### src/rtl/code_sequencer.sv
// code_sequencer: prescaled 3-bit up/down/ping-pong/hold code counter with step and wrap pulses
module code_sequencer #(
  parameter int PRESCALE = 10
) (
  input  logic       clk,
  input  logic       rst,
  input  logic       en,
  input  logic [1:0] mode,
  input  logic       load,
  input  logic [2:0] load_val,
  output logic [2:0] code,
  output logic       step,
  output logic       wrap,
  output logic       dir
);
  localparam int CW = PRESCALE > 1 ? $clog2(PRESCALE) : 1;
  localparam logic [CW-1:0] LAST = CW'(PRESCALE - 1);
  localparam logic [1:0] UP = 2'b00, DOWN = 2'b01, PING = 2'b10, HOLD = 2'b11;
  logic [CW-1:0] cnt;
  logic          tick;
  logic [2:0]    nxt_code;
  logic          nxt_dir;
  logic          nxt_wrap;
  assign tick = en && cnt == LAST;
  // Ping-pong bounces at the ends instead of wrapping.
  always_comb begin
    nxt_code = mode == UP   ? code + 3'd1 :
               mode == DOWN ? code - 3'd1 :
               mode == PING ? (dir ? (code == 3'd0 ? 3'd1 : code - 3'd1)
                                   : (code == 3'd7 ? 3'd6 : code + 3'd1)) :
               code;
    nxt_dir  = mode == UP   ? 1'b0 :
               mode == DOWN ? 1'b1 :
               mode == PING ? (dir ? code != 3'd0 : code == 3'd7) :
               dir;
    nxt_wrap = (mode == UP && code == 3'd7) || (mode == DOWN && code == 3'd0);
  end
  always_ff @(posedge clk or posedge rst) begin
    if (rst) begin
      cnt  <= '0;
      code <= 3'd0;
      dir  <= 1'b0;
      step <= 1'b0;
      wrap <= 1'b0;
    end else if (load) begin
      cnt  <= '0;
      code <= load_val;
      step <= 1'b0;
      wrap <= 1'b0;
    end else begin
      step <= tick && mode != HOLD;
      wrap <= tick && nxt_wrap;
      if (en) cnt <= tick ? '0 : cnt + 1'b1;
      if (tick) begin
        code <= nxt_code;
        dir  <= nxt_dir;
      end
    end
  end
endmodule

### config.mk
export PLATFORM = sky130hd
export DESIGN_NAME = code_sequencer
export DESIGN_NICKNAME = d
export VERILOG_FILES = /design/src/rtl/code_sequencer.sv
export SDC_FILE = /design/constraint.sdc
export NUM_CORES = 1
export LEC_CHECK = 0
export BUFFER_PORTS_ARGS = -buffer_cell sky130_fd_sc_hd__buf_4
export CORE_UTILIZATION = 45
export DETAILED_ROUTE_END_ITERATION = 6
export PLACE_DENSITY = 0.79
export SLEW_MARGIN = 20
export SYNTH_ARGS = -nofsm -noshare
export SYNTH_HDL_FRONTEND = slang
export SYNTH_SLANG_ARGS = --single-unit
### constraint.sdc
create_clock -name clk -period 2 [get_ports clk]
set_input_delay 0 -clock clk [delete_from_list [all_inputs] [get_ports clk]]
set_output_delay 0 -clock clk [all_outputs]
set_load 0.02 [all_outputs]
-- Word-level counts from Yosys, hierarchy flattened
Cells that the tools add are included.
- bits in registers: 10
- bits of input ports: 9
- output and inout port bits: 6
- add/sub/neg operators: 3
- mux-type cells: 17
- reductions and logical operators: 15
- equal/unequal tests: 5
- bitwise operators: 1
- operator list (kind ; count):
    3-bit two-way mux ; 8
    4-bit two-way mux ; 3
    1-bit two-way mux ; 6
    3-bit nonzero test ; 2
    1-bit logical AND ; 5
    4-bit by 1-bit adder with 4-bit output (second input constant) ; 1
    4-bit equality test (second input constant) ; 1
    2-bit nonzero test ; 2
    4-bit nonzero test ; 1
    3-bit by 1-bit adder with 3-bit output (second input constant) ; 1
    3-bit equality test (second input constant) ; 1
    3-bit zero test ; 1
    3-bit AND reduction ; 1
    3-bit by 1-bit subtractor with 3-bit output (second input constant) ; 1
    2-bit by 1-bit equality test with 1-bit output (second input constant) ; 1
    2-bit equality test (second input constant) ; 1
    2-bit zero test ; 1
    2-bit != test (second input constant) ; 1
    2-bit AND reduction ; 1
    1-bit logical OR ; 1
    1-bit NOT ; 1

-- Depth between registers and ports, before layout
- depth after elaboration: 8
- gate-level depth with buffers: 7
- gate-level depth less buffers: 7

-- Worst setup path before layout
No wires, ideal clock.
- kind: flip-flop to flip-flop
- start: reg code[0]
- end: reg code[2]
- path buffers: 0
- stages on the path, launching flop included: 8
- required time: 1.872 ns
- path slack: 0.308 ns
- period minus slack after synthesis: 1.692 ns
- data arrival time: 1.563 ns
- cell sequence: dfrtp_1 -> inv_1 -> ha_1 -> inv_1 -> ha_1 -> a211o_1 -> a221oi_2 -> o31ai_1
- cells in the longest elaborated chain, start to end: 8
- elaborated cells on any way between the ends: 12
- classes of those cells: add/sub (2); eq/ne (1); mux (8); reduce/logical (1)
- ends and longest elaborated chain (element ; line ; RTL):
    start: declaration ; 11 ; output logic [2:0] code,
    start signal: assignment ; 47 ; code <= load_val;
    start signal: assignment ; 55 ; code <= nxt_code;
    3-bit by 1-bit adder with 3-bit output (tied with other cells) ; 27, 30 ;
    3-bit two-way mux, on equally long branches ; 30, 29 ;
    3-bit two-way mux (2 in a row) ; 29 ; mode == PING ? (dir ? (code == 3'd0 ? 3'd1 : code - 3'd1)
    3-bit two-way mux ; 28 ; mode == DOWN ? code - 3'd1 :
    3-bit two-way mux * ; 27 ; nxt_code = mode == UP ? code + 3'd1 :
    3-bit two-way mux * ; 54 ; if (tick) begin
    3-bit two-way mux * ; 45 ; end else if (load) begin
Every way passes the cells marked *; elsewhere a longest branch is shown, timed or not. The select of a mux whose other input is x is not followed.
A chain may end at the register's enable or synchronous reset.

-- Final worst setup path
Ends and elaborated chain as after synthesis.

==> metrics.csv <==
metric,value,unit
outcome,"complete, no violations",
fin_worst_skew,0.00564,ns
relSlewSlack,74.4,%
place_congestion,0.862,
core_region_area,0.00154,mm2
cts_buffers,3,
antenna_found_initial,0,
ys_seq_area_share,32.9,%
numPortBuffers,14,
max_slew.worst_pin.slew,0.383,ns
cp-startpoint,code[0],
antennaDiodeCount,0,
yosysWarnings,0,
r2r-start,code[0],
worstPathArrival,1.92,ns
cts_buffer_depth,2,
crit_fanout,4,
drive_above_1_share,22.5,%
grt_max_degree,16,
syn_area_per_cell,9.04,um2
ant_nets,0,
die_x,43.1,um
initial_core_util,49.3,%
drtPass1Iterations,4,
clk_pin_slew,0.07,ns
ir_worst_vdd,0.342,mV
nNetsFinal,123,
cts.sinks,10,
remaining_drc_errors,0,
synth.distinct_cells,27,
critPathKind,reg -> reg,
rrSetupSlack,0.23,ns
rsz0062_at_grt,false,
grt_use_total,18.4,%
syn_area,759,um2
synth_nets,104,
wl,1520,um
ys_ff_latch,10,
die_y,43.1,um
finalCriticalPeriod,1.77,ns
min_path_cells,2,
dr_total_vias,677,
die_area,0.00186,mm2
ioPinCount,15,
cap_viol_max_count,0,
grt_first_pass_wirelength,2540,um
clock_latency,0.27,ns
hold_violations,0,
worst-r2r-cell-count,7,
area_growth_syn_to_layout,20.9,%
grt_pass1_vias,634,
cts.root.buffer_cell,clkbuf_4,
timing.final.crit_share,88.3,%
end_kind,register,
viasPerCell,5.74,
cp-start-kind,register,
cp.required,2.15,ns
synth_area_leaders,"dfrtp_1, ha_1, inv_1",
whs_endpoint,cnt[3],
grt-ovfl-total,0,
finish.utilization,59.6,%
netlist.area_leader.share,32.9,%
setup_tns,0,ns
htreeDepth,1,
post-dp-hpwl,1140,um
fp-row-count,14,
netlist_instances,84,
min_path_type,in -> reg,
hold_start,load,
wire_per_inst,12.9,um
yosys.area.top_type,dfrtp_1,
finalSetupViolCount,0,
power.leakage,0.000453,uW
drt_iter0_drc,13,
clock.fmax,566,MHz
drv_slew,0,
reg2reg_to,code[2],
cts_tree,yes,
power_density,671,mW/mm2
## layout by cell type, fill, tap and decap left out, types with 3 or more instances in the layout
cell / n
dfrtp_1: 10
clkbuf_4: 3
a21oi_1: 7
o21ai_0: 5
inv_1: 11
a22oi_1: 3
nor3_1: 3
nand2_1: 5
nor2_1: 7
buf_4: 14
ha_1: 11
## registers in the layout, summed over array words and instances (netlist names)
name	count
dir	1
wrap	1
step	1
cnt	4
code	3
## area by class of cell
type,instances,area (um2)
multi-input cells,61,445
well taps,16,20.0
clock buffers,4,36.3
inverters,11,41.3
flip-flops and latches,10,250
fillers,132,623
repair buffers,16,125
## synthesized netlist by cell type
library cell / instances
ha_1: 11
inv_1: 11
dfrtp_1: 10
a21oi_1: 7
nor2_1: 7
nand2_1: 5
o21ai_0: 5
a22oi_1: 3
nor3_1: 3
buf_6: 2
nand3_1: 2
o211ai_1: 2
o31ai_1: 2
a211o_1: 1
a21boi_0: 1
a21o_2: 1
a221oi_2: 1
a31oi_1: 1
and4b_4: 1
nand2b_1: 1
nand3b_1: 1
nand4b_1: 1
nor3_2: 1
o2111ai_1: 1
o21ai_2: 1
or3_1: 1
xor2_1: 1
## cells by family (layout without fill, tap and decap cells)
kind of cell,after synthesis,after routing,share of synthesized area (%)
compound gates,26,26,23.2
simple gates,23,23,16.1
buf+inv,13,31,8.40
xor+xnor,1,1,1.15
fa+ha+maj,11,11,18.1
flops,10,10,32.9
## report_power, final
| group | internal [uW] | switching, uW | total (uW) | leakage [uW] |
|---|---|---|---|---|
| Clock | 111 | 78.2 | 189 | 0.0000210 |
| Sequential | 218 | 18.8 | 236 | 0.000131 |
| Combinational | 86.0 | 105 | 191 | 0.000301 |
## worst max path at each step
stage / to / cells after the start / slack [ns]
2_1_floorplan: code[2] / 7 / 0.31
3_3_place_gp: code[2] / 7 / 0.36
3_5_place_dp: code[2] / 7 / 0.26
4_1_cts: code[2] / 7 / 0.24
5_1_grt: code[2] / 7 / 0.14
6_report: code[2] / 7 / 0.23
## timing repair
action	CTS	global route
setup buffers	0	0
hold endpoints to repair	11	0
hold buffers	2	0
resized for setup	0	0
## routing by layer
metal	up-vias	global-route usage, %	wire length [um]
met2	18	30.1	762
met1	320	21.5	665
met3	4	2.55	62
li1	335	-	-
met4	0	13.3	28
met5	-	0	0
## metrics by stage
step | hold slack [ns] | power (uW) | setup slack (ns) | std cells | area [um2]
after floorplan | -0.160 | 370 | 0.308 | 84 | 759
after global placement | 0.0124 | 422 | 0.363 | 112 | 862
after detailed placement | 0.0118 | 427 | 0.257 | 112 | 862
after CTS | 0.00767 | 623 | 0.242 | 118 | 918
after global routing | 0.0213 | 657 | 0.136 | 118 | 918
final | 0.0198 | 616 | 0.234 | 118 | 918
## critical path: stages (launching register included)
cell and delay (ns):
dfrtp_1 0.41, inv_1 0.11, ha_1 0.23, inv_1 0.06, ha_1 0.18, a211o_1 0.29, a221oi_2 0.23, o31ai_1 0.12
Note: power is estimated with default switching activity, not from simulation.
